===== src/rtl/ram_arbiter_if.sv =====
// Request/response bundle between the two client ports, the arbiter and the RAM.
// The slave modport is the arbiter's view; master is the environment's view.
interface ram_arbiter_if;
    logic        fetchReqIn;
    logic [31:0] fetchAddrIn;
    logic        fetchAckOut;
    logic [31:0] fetchDataOut;
    logic        fetchErrOut;

    logic        memReqIn;
    logic [31:0] memAddrIn;
    logic [31:0] memDataIn;
    logic        memRwIn;
    logic        memAckOut;
    logic [31:0] memDataOut;
    logic        memErrOut;

    logic [31:0] ramAddrOut;
    logic [31:0] ramDataOut;
    logic        ramRwOut;
    logic        ramTriggerOut;
    logic [31:0] ramDataIn;
    logic        ramReadyIn;

    logic        busyOut;

    modport slave (
        input  fetchReqIn, fetchAddrIn, memReqIn, memAddrIn, memDataIn, memRwIn,
               ramDataIn, ramReadyIn,
        output fetchAckOut, fetchDataOut, fetchErrOut, memAckOut, memDataOut, memErrOut,
               ramAddrOut, ramDataOut, ramRwOut, ramTriggerOut, busyOut
    );

    modport master (
        output fetchReqIn, fetchAddrIn, memReqIn, memAddrIn, memDataIn, memRwIn,
               ramDataIn, ramReadyIn,
        input  fetchAckOut, fetchDataOut, fetchErrOut, memAckOut, memDataOut, memErrOut,
               ramAddrOut, ramDataOut, ramRwOut, ramTriggerOut, busyOut
    );
endinterface


===== src/rtl/ram_arbiter.sv =====
// Round-robin arbiter of a fetch and a data port onto a toggle-triggered asynchronous RAM.
// Define RAM_ARB_TIMEOUT_EN to bound the wait for ramReadyIn to TIMEOUT_CYCLES cycles.
module ram_arbiter #(
    parameter int SYNC_STAGES    = 2,
    parameter int TIMEOUT_CYCLES = 256
) (
    input logic          clkIn,
    input logic          nResetIn,
    ram_arbiter_if.slave bus
);
    localparam int            BW         = $clog2(SYNC_STAGES + 2);
    localparam logic [BW-1:0] BLANK_LAST = BW'(SYNC_STAGES);

    // Supported range: SYNC_STAGES 2..3, TIMEOUT_CYCLES >= 2.
    if (SYNC_STAGES < 2 || SYNC_STAGES > 3 || TIMEOUT_CYCLES < 2) begin : g_unsupported_cfg
    end

    typedef enum logic [2:0] {IDLE, SETUP, BLANK, WAIT_READY, RESP} state_t;

    state_t                 state_q;
    logic [SYNC_STAGES-1:0] sync_q;
    logic                   last_mem_q;
    logic                   port_mem_q;
    logic [BW-1:0]          blank_cnt_q;
    logic [31:0]            ramAddr_q;
    logic [31:0]            ramData_q;
    logic                   ramRw_q;
    logic                   trig_q;
    logic                   busy_q;
    logic                   fetchAck_q;
    logic                   fetchErr_q;
    logic [31:0]            fetchData_q;
    logic                   memAck_q;
    logic                   memErr_q;
    logic [31:0]            memData_q;
`ifdef RAM_ARB_TIMEOUT_EN
    localparam int            TW       = $clog2(TIMEOUT_CYCLES);
    localparam logic [TW-1:0] TMO_LAST = TW'(TIMEOUT_CYCLES - 1);
    logic [TW-1:0]            tmo_cnt_q;
`endif

    logic        ready_sync;
    logic        any_req;
    logic        grant_mem;
    logic [31:0] win_addr;
    logic        out_of_range;

    assign ready_sync = sync_q[SYNC_STAGES-1];

    always_comb begin
        any_req      = bus.fetchReqIn | bus.memReqIn;
        // Data port wins a tie only when fetch was granted last.
        grant_mem    = bus.memReqIn & (~bus.fetchReqIn | ~last_mem_q);
        win_addr     = grant_mem ? bus.memAddrIn : bus.fetchAddrIn;
        out_of_range = (win_addr[31:10] != 22'd0) || (win_addr[9:0] > 10'd1020);
    end

    // Ready is asynchronous; resetting the chain to 1 matches an idle RAM.
    always_ff @(posedge clkIn) begin
        if (!nResetIn) begin
            sync_q <= '1;
        end else begin
            sync_q <= {sync_q[SYNC_STAGES-2:0], bus.ramReadyIn};
        end
    end

    always_ff @(posedge clkIn) begin
        if (!nResetIn) begin
            state_q     <= IDLE;
            last_mem_q  <= 1'b1;
            port_mem_q  <= 1'b0;
            blank_cnt_q <= '0;
            ramAddr_q   <= '0;
            ramData_q   <= '0;
            ramRw_q     <= 1'b0;
            trig_q      <= 1'b0;
            busy_q      <= 1'b0;
            fetchAck_q  <= 1'b0;
            fetchErr_q  <= 1'b0;
            fetchData_q <= '0;
            memAck_q    <= 1'b0;
            memErr_q    <= 1'b0;
            memData_q   <= '0;
`ifdef RAM_ARB_TIMEOUT_EN
            tmo_cnt_q   <= '0;
`endif
        end else begin
            fetchAck_q <= 1'b0;
            memAck_q   <= 1'b0;
            unique case (state_q)
                IDLE: begin
                    if (any_req) begin
                        port_mem_q <= grant_mem;
                        last_mem_q <= grant_mem;
                        busy_q     <= 1'b1;
                        if (out_of_range) begin
                            // Rejected without touching the RAM pins.
                            state_q <= RESP;
                            if (grant_mem) begin
                                memAck_q  <= 1'b1;
                                memErr_q  <= 1'b1;
                                memData_q <= '0;
                            end else begin
                                fetchAck_q  <= 1'b1;
                                fetchErr_q  <= 1'b1;
                                fetchData_q <= '0;
                            end
                        end else begin
                            ramAddr_q <= win_addr;
                            ramData_q <= grant_mem ? bus.memDataIn : 32'd0;
                            ramRw_q   <= grant_mem & bus.memRwIn;
                            state_q   <= SETUP;
                        end
                    end
                end
                SETUP: begin
                    trig_q      <= ~trig_q;
                    blank_cnt_q <= '0;
                    state_q     <= BLANK;
                end
                BLANK: begin
                    // Synced ready still shows the pre-trigger level here.
                    if (blank_cnt_q == BLANK_LAST) begin
                        state_q <= WAIT_READY;
`ifdef RAM_ARB_TIMEOUT_EN
                        tmo_cnt_q <= '0;
`endif
                    end else begin
                        blank_cnt_q <= blank_cnt_q + 1'b1;
                    end
                end
                WAIT_READY: begin
                    if (ready_sync) begin
                        state_q <= RESP;
                        if (port_mem_q) begin
                            memAck_q <= 1'b1;
                            memErr_q <= 1'b0;
                            if (!ramRw_q) memData_q <= bus.ramDataIn;
                        end else begin
                            fetchAck_q  <= 1'b1;
                            fetchErr_q  <= 1'b0;
                            fetchData_q <= bus.ramDataIn;
                        end
                    end
`ifdef RAM_ARB_TIMEOUT_EN
                    else if (tmo_cnt_q == TMO_LAST) begin
                        state_q <= RESP;
                        if (port_mem_q) begin
                            memAck_q  <= 1'b1;
                            memErr_q  <= 1'b1;
                            memData_q <= '0;
                        end else begin
                            fetchAck_q  <= 1'b1;
                            fetchErr_q  <= 1'b1;
                            fetchData_q <= '0;
                        end
                    end else begin
                        tmo_cnt_q <= tmo_cnt_q + 1'b1;
                    end
`endif
                end
                RESP: begin
                    state_q <= IDLE;
                    busy_q  <= 1'b0;
                end
                default: state_q <= IDLE;
            endcase
        end
    end

    assign bus.fetchAckOut   = fetchAck_q;
    assign bus.fetchDataOut  = fetchData_q;
    assign bus.fetchErrOut   = fetchErr_q;
    assign bus.memAckOut     = memAck_q;
    assign bus.memDataOut    = memData_q;
    assign bus.memErrOut     = memErr_q;
    assign bus.ramAddrOut    = ramAddr_q;
    assign bus.ramDataOut    = ramData_q;
    assign bus.ramRwOut      = ramRw_q;
    assign bus.ramTriggerOut = trig_q;
    assign bus.busyOut       = busy_q;
endmodule


===== src/flat_wrapper.sv =====
// flat-port wrapper written by rule: the top's interface ports become plain ports
module ram_arbiter_flat 
#(
    parameter int SYNC_STAGES    = 2,
    parameter int TIMEOUT_CYCLES = 256
)
  (clkIn, nResetIn, bus_fetchReqIn, bus_fetchAddrIn, bus_memReqIn, bus_memAddrIn, bus_memDataIn, bus_memRwIn, bus_ramDataIn, bus_ramReadyIn, bus_fetchAckOut, bus_fetchDataOut, bus_fetchErrOut, bus_memAckOut, bus_memDataOut, bus_memErrOut, bus_ramAddrOut, bus_ramDataOut, bus_ramRwOut, bus_ramTriggerOut, bus_busyOut);
  ram_arbiter_if bus_i ();
  input logic clkIn;
  input logic nResetIn;
  input wire logic [$bits(bus_i.fetchReqIn)-1:0] bus_fetchReqIn;
  input wire logic [$bits(bus_i.fetchAddrIn)-1:0] bus_fetchAddrIn;
  input wire logic [$bits(bus_i.memReqIn)-1:0] bus_memReqIn;
  input wire logic [$bits(bus_i.memAddrIn)-1:0] bus_memAddrIn;
  input wire logic [$bits(bus_i.memDataIn)-1:0] bus_memDataIn;
  input wire logic [$bits(bus_i.memRwIn)-1:0] bus_memRwIn;
  input wire logic [$bits(bus_i.ramDataIn)-1:0] bus_ramDataIn;
  input wire logic [$bits(bus_i.ramReadyIn)-1:0] bus_ramReadyIn;
  output wire logic [$bits(bus_i.fetchAckOut)-1:0] bus_fetchAckOut;
  output wire logic [$bits(bus_i.fetchDataOut)-1:0] bus_fetchDataOut;
  output wire logic [$bits(bus_i.fetchErrOut)-1:0] bus_fetchErrOut;
  output wire logic [$bits(bus_i.memAckOut)-1:0] bus_memAckOut;
  output wire logic [$bits(bus_i.memDataOut)-1:0] bus_memDataOut;
  output wire logic [$bits(bus_i.memErrOut)-1:0] bus_memErrOut;
  output wire logic [$bits(bus_i.ramAddrOut)-1:0] bus_ramAddrOut;
  output wire logic [$bits(bus_i.ramDataOut)-1:0] bus_ramDataOut;
  output wire logic [$bits(bus_i.ramRwOut)-1:0] bus_ramRwOut;
  output wire logic [$bits(bus_i.ramTriggerOut)-1:0] bus_ramTriggerOut;
  output wire logic [$bits(bus_i.busyOut)-1:0] bus_busyOut;
  assign bus_i.fetchReqIn = bus_fetchReqIn;
  assign bus_i.fetchAddrIn = bus_fetchAddrIn;
  assign bus_i.memReqIn = bus_memReqIn;
  assign bus_i.memAddrIn = bus_memAddrIn;
  assign bus_i.memDataIn = bus_memDataIn;
  assign bus_i.memRwIn = bus_memRwIn;
  assign bus_i.ramDataIn = bus_ramDataIn;
  assign bus_i.ramReadyIn = bus_ramReadyIn;
  assign bus_fetchAckOut = bus_i.fetchAckOut;
  assign bus_fetchDataOut = bus_i.fetchDataOut;
  assign bus_fetchErrOut = bus_i.fetchErrOut;
  assign bus_memAckOut = bus_i.memAckOut;
  assign bus_memDataOut = bus_i.memDataOut;
  assign bus_memErrOut = bus_i.memErrOut;
  assign bus_ramAddrOut = bus_i.ramAddrOut;
  assign bus_ramDataOut = bus_i.ramDataOut;
  assign bus_ramRwOut = bus_i.ramRwOut;
  assign bus_ramTriggerOut = bus_i.ramTriggerOut;
  assign bus_busyOut = bus_i.busyOut;
  ram_arbiter #(.SYNC_STAGES(SYNC_STAGES), .TIMEOUT_CYCLES(TIMEOUT_CYCLES)) u_core (.clkIn(clkIn), .nResetIn(nResetIn), .bus(bus_i));
endmodule

===== config.mk =====
export PLATFORM = sky130hd
export DESIGN_NAME = ram_arbiter_flat
export DESIGN_NICKNAME = d
export VERILOG_FILES = /design/src/rtl/ram_arbiter_if.sv /design/src/rtl/ram_arbiter.sv /design/src/flat_wrapper.sv
export SDC_FILE = /design/constraint.sdc
export NUM_CORES = 1
export LEC_CHECK = 0
export CAP_MARGIN = 20
export CELL_PAD_IN_SITES_DETAIL_PLACEMENT = 0
export CELL_PAD_IN_SITES_GLOBAL_PLACEMENT = 1
export CORE_MARGIN = 2
export CORE_UTILIZATION = 29
export DETAILED_ROUTE_END_ITERATION = 12
export PLACE_DENSITY_LB_ADDON = 0.1
export SLEW_MARGIN = 20
export SYNTH_ARGS = -nofsm -noshare
export SYNTH_HDL_FRONTEND = slang
export SYNTH_SLANG_ARGS = --single-unit
export TNS_END_PERCENT = 1

===== constraint.sdc =====
create_clock -name clkIn -period 3.3 [get_ports clkIn]
set_input_delay 0.66 -clock clkIn [delete_from_list [all_inputs] [get_ports clkIn]]
set_output_delay 0.66 -clock clkIn [all_outputs]
set_load 0.01 [all_outputs]

Yosys cells after proc, flatten, opt, wreduce, memory -nomap -nowiden --
Index checks and enable logic that the tools add are counted.
Word-level totals: bits in registers 144, input bits 134, word-level logic and storage cells 103
Cells by class: add/sub/neg operators 1, magnitude comparators 1, equality and inequality tests 15, muxes and demuxes 48, bitwise operators 8, reductions and logical operators 14
Operators by type and width (count):
- $mux 32 | 13
- $pmux 32 s2 | 2
- $reduce_bool 22->1 | 1
- $mux 1 | 21
- $mux 3 | 4
- $ne 2x1->1 const B | 6
- $pmux 3 s4 | 1
- $reduce_and 6->1 | 2
- $gt 10x10->1 const B | 1
- $pmux 1 s2 | 5
- $ne 2x2->1 const B | 4
- $reduce_and 7->1 | 1
- $eq 3x2->1 const B | 2
- $reduce_and 2->1 | 3
- $reduce_and 3->1 | 2
- $reduce_bool 2->1 | 3
- $not 1->1 | 4
- $pmux 2 s2 | 1
- $eq 3x1->1 const B | 1
- $eq 3x3->1 const B | 1
- $logic_not 3->1 | 1
- $add 2x1->2 const B | 1
- $and 1x1->1 | 2
- $eq 2x2->1 const B | 1
- 3 further kinds | 4

Depth between registers and ports, before layout --
depth in word-level cells 9, mapped depth 9, mapped depth without buffers 6

Worst setup path before layout --
OpenSTA, ideal clock, no wires.
kind input port to flip-flop, start input bus_fetchAddrIn[17], end register u_core.ramAddr_q[24], in the netlist u_core.bus.ramAddrOut[24], setup time 0.115 ns, data arrival time 2.560 ns, data required time 3.185 ns, slack 0.624 ns, stages 6, path buffers 2, path through or4_1 or4_4 a211o_1 clkbuf_1 clkbuf_1 and3_1
Between the ends: cells in the longest elaborated chain, start to end 5
Ends and longest elaborated chain:
- start, declared | line flat_wrapper.sv:12 | input wire logic [$bits(bus_i.fetchAddrIn)-1:0] bus_fetchAddrIn;
- $mux 32 | line ram_arbiter.sv:54 | win_addr = grant_mem ? bus.memAddrIn : bus.fetchAddrIn;
- $reduce_bool 22->1 | line ram_arbiter.sv:55 | out_of_range = (win_addr[31:10] != 22'd0) || (win_addr[9:0] > 10'd1020);
- $logic_or 1x1->1 | line ram_arbiter.sv:55
- $not 1->1 (no line)
- $reduce_and 3->1 (no line)
- end signal, assigned | line ram_arbiter.sv:109 | ramAddr_q <= win_addr;
- end, declared | line ram_arbiter.sv:25 | logic [31:0] ramAddr_q;
No other way between the ends. A chain may end at the register's enable or synchronous reset.

Worst setup path after layout --
start input bus_fetchAddrIn[17], end register u_core.ramAddr_q[3], in the netlist u_core.bus.ramAddrOut[3]
Same word-level chain as after synthesis.

==> impl_metrics.csv <==
group,metric,value,unit
outcome,status,"finished clean",
clock_network,cts_made_buffers,17,
clock_network,clk_latency,0.41,ns
die,ioPinCount,269,
die,die-area,21400,um^2
job,drv_cap,0,
setup_path,required,3.62,ns
synth,synth_cell_types,42,
grt,antenna_found_initial,0,
drt,drt_iter0_drc,265,
finish,antennaDiodeCount,0,
pwr,p_per_area,425,nW/um^2
drt,ant_nets,0,
setup_path,crit_slowest_cell,"or4_4",
clock_network,root_buffer,"clkbuf_16",
setup_path,cp.arrival,3.11,ns
placement,gp_congestion,0.771,
setup_path,rr_endpoint,"u_core.bus.ramAddrOut[3]$_SDFFE_PN0P_",
synth,avgSynthCellArea,8.47,um^2
pwr,p_switching,0.000969,W
timing,worstMarginPinSlew,0.983,ns
setup_path,r2r_start,"u_core.state_q[2]$_SDFFE_PN0P_",
timing,setup_tns,0,ns
timing,period_needed,2.79,ns
drt,vias_per_cell,4.96,
synth,syn-cell-area,5880,um^2
die,core,20000,um^2
synth,syn-num-nets,829,
clock_network,ctsResizeCount,0,
placement,io_buffer_count,268,
pwr,p_comb_frac,0.098,
clock_network,cts-hold-fix-buffers,0,
die,die_w,146,um
drt,drc,0,
drt,num_vias,6036,
synth,synth_edf_count,0,
synth,synth_top_cell_area_share,0.490,
setup_path,critPathLaunchType,"input pin",
clock_network,cts_setup_buffers,0,
clock_network,clk_pin_slew,0.06,ns
pwr,switching_share,0.241,
finish,syn2layout_area_growth,60.7,%
die,die_h,146,um
synth,async_flop_share,0,
finish,stdcell_area,9450,um^2
drt,dr.pass1.iters,4,
pwr,p_total,0.00402,W
synth,synthTopCellsByArea,"dfxtp_1 49%, a21oi_1 6.0%, and3_1 5.9%",
setup_path,cp_cell_sequence,"clkdlybuf4s50_1, or4_1, or4_4, a211oi_4, buf_12, nor2_1, a311oi_1",
grt,grt_pass1_vias,6189,
setup_path,path_class,"input pin to flip-flop",
timing,rsz0062_at_grt,"false",
setup_path,end_kind,"flip-flop",
grt,grt_pass1_wl,33000,um
pwr,p_clk_frac,0.465,
min_path,min_path_type,"flip-flop to flip-flop",
drt,top_layer,"met4",
clock_network,cts_sinks,144,
placement,dp_hpwl,14400,um
min_path,hold_depth,1,
drt,routed_wl,20700,um
timing,hold_ws,0.412,ns
drt,wl_met3,1720,um
timing,slew-limit-headroom,0.342,
pwr,power_frac_seq,0.437,
synth,ys_ff_latch,144,
timing,skew,0.00930,ns
timing,drv_slew,0,
synth,yosysMostFrequentCell,"dfxtp_1",
timing,finalSetupViolations,0,
setup_path,rrSetupSlack,0.78,ns
synth,yosys-top-cells-count,"144 x dfxtp_1, 71 x a21oi_1, 66 x nand3_1",
pwr,ir_drop,0.347,mV
setup_path,cpLargestDelayFamily,"simple AND/OR/NAND/NOR gates",
die,floorplan.initialDensity,0.293,
drt,wl_per_cell,17.0,um
clock_network,htreeDepth,4,
finish,drive_above_1_share,0.0665,
grt,grt.total_usage,0.192,
setup_path,crit_path_start,"bus_fetchAddrIn[17]",
synth,synth.largest_area_cell,"dfxtp_1",
finish,fin_util,0.472,
clock_network,clockBufferDepth,2,
setup_path,critPathMaxFanout,53,
grt,grt_max_degree,65,
die,rows,52,
timing,min_period_over_period,0.845,
clock_network,cts_tree,"done",
grt,grt-ovfl-total,0,
placement,postPlaceCellArea,8870,um^2
pwr,intPower,0.00305,W
synth,ys_seq_area_frac,0.490,
synth,yosys_warnings,0,
synth,syn-instance-count,694,
setup_path,critical_path_buf_inv_count,2,
setup_path,r2r_cells,6,
timing,fmax,0.359,GHz
finish,fin_nets,1069,
drt,routed-wl-met2,10000,um
drt,wl_met1,8810,um
setup_path,crit_cells,7,
setup_path,crit_path_max_incr_delay,0.61,ns
synth,synth_flop_cell,"dfxtp_1",
setup_path,critPathCapture,"u_core.bus.ramAddrOut[3]$_SDFFE_PN0P_",
timing,hold_violations,0,
pwr,power_leakage,3.45,nW
## layout make-up
class / instances / area (um^2)
fill: 1950 / 10600
sequential: 144 / 2880
timing repair buffer: 288 / 2880
multi-input combinational: 447 / 2640
clock buffer: 21 / 470
tap: 270 / 338
inverter: 36 / 135
clock inverter: 11 / 105
## how the worst min path moves through the flow
stage	from	end	slack, ns
floorplan	u_core.sync_q[0]$_SDFF_PN1_	u_core.sync_q[1]$_SDFF_PN1_	0.39
global placement	u_core.sync_q[0]$_SDFF_PN1_	u_core.sync_q[1]$_SDFF_PN1_	0.40
detailed placement	u_core.sync_q[0]$_SDFF_PN1_	u_core.sync_q[1]$_SDFF_PN1_	0.40
CTS	u_core.sync_q[0]$_SDFF_PN1_	u_core.sync_q[1]$_SDFF_PN1_	0.42
global route	u_core.sync_q[0]$_SDFF_PN1_	u_core.sync_q[1]$_SDFF_PN1_	0.45
finish	u_core.sync_q[0]$_SDFF_PN1_	u_core.sync_q[1]$_SDFF_PN1_	0.41
## routing by layer
metal / vias to the layer above / global-route usage
met4: 0 / 0.0398
li1: 2971 / -
met2: 184 / 0.328
met5: - / 0
met3: 12 / 0.0719
met1: 2869 / 0.231
## sequential cells by signal, indices dropped and copies added, names as in the netlist
name                      cells
u_core.last_mem_q             1
u_core.bus.fetchErrOut        1
u_core.bus.ramRwOut           1
u_core.state_q                3
u_core.blank_cnt_q            2
u_core.bus.memAckOut          1
u_core.sync_q                 2
u_core.bus.ramAddrOut        32
u_core.bus.ramTriggerOut      1
u_core.bus.ramDataOut        32
u_core.port_mem_q             1
u_core.bus.busyOut            1
u_core.bus.fetchAckOut        1
u_core.bus.memDataOut        32
u_core.bus.memErrOut          1
u_core.bus.fetchDataOut      32
## per-stage QoR
stage | setup slack [ns] | std cells
finish | 0.512 | 1217
global route | 0.361 | 1217
CTS | 0.516 | 1217
detailed placement | 0.0854 | 1185
global placement | 0.148 | 1185
floorplan | 0.624 | 694
## kinds of logic after synthesis
family / count (synthesis) / share of synthesized area
fa+ha+maj: 1 / 0.00213
flops: 144 / 0.490
simple gates: 241 / 0.210
mux: 2 / 0.00362
compound gates: 202 / 0.225
buf+inv: 103 / 0.0677
xor+xnor: 1 / 0.00149
## power groups by stage
stage	combinational [W]	clock (W)	sequential, W
6_report	0.000394	0.00187	0.00176
5_1_grt	0.000423	0.00201	0.00176
4_1_cts	0.000397	0.00192	0.00176
3_5_place_dp	0.000395	0	0.00179
3_3_place_gp	0.000394	0	0.00179
2_1_floorplan	0.000141	0	0.00179
## cell usage in the layout (no fill, tap or decap), drive strengths merged, types with 3 or more instances in the layout
cell type      synthesis  layout
clkdlybuf4s50          0     267
dfxtp                144     144
a21oi                 71      71
nand3                 66      66
nand2                 59      59
and3                  55      55
inv                   36      38
a31oi                 34      34
o21a                  34      34
o31ai                 32      32
nor2                  23      23
clkbuf                60      21
buf                    7      21
nor4                  10      10
a311oi                10      10
o21ai                  7       7
nand4                  6       6
nand2b                 6       6
or4                    6       6
a211oi                 6       6
nor3                   5       5
clkinvlp               0       4
clkinv                 0       4
and2                   3       3
Note: power is estimated with default switching activity, not from simulation.
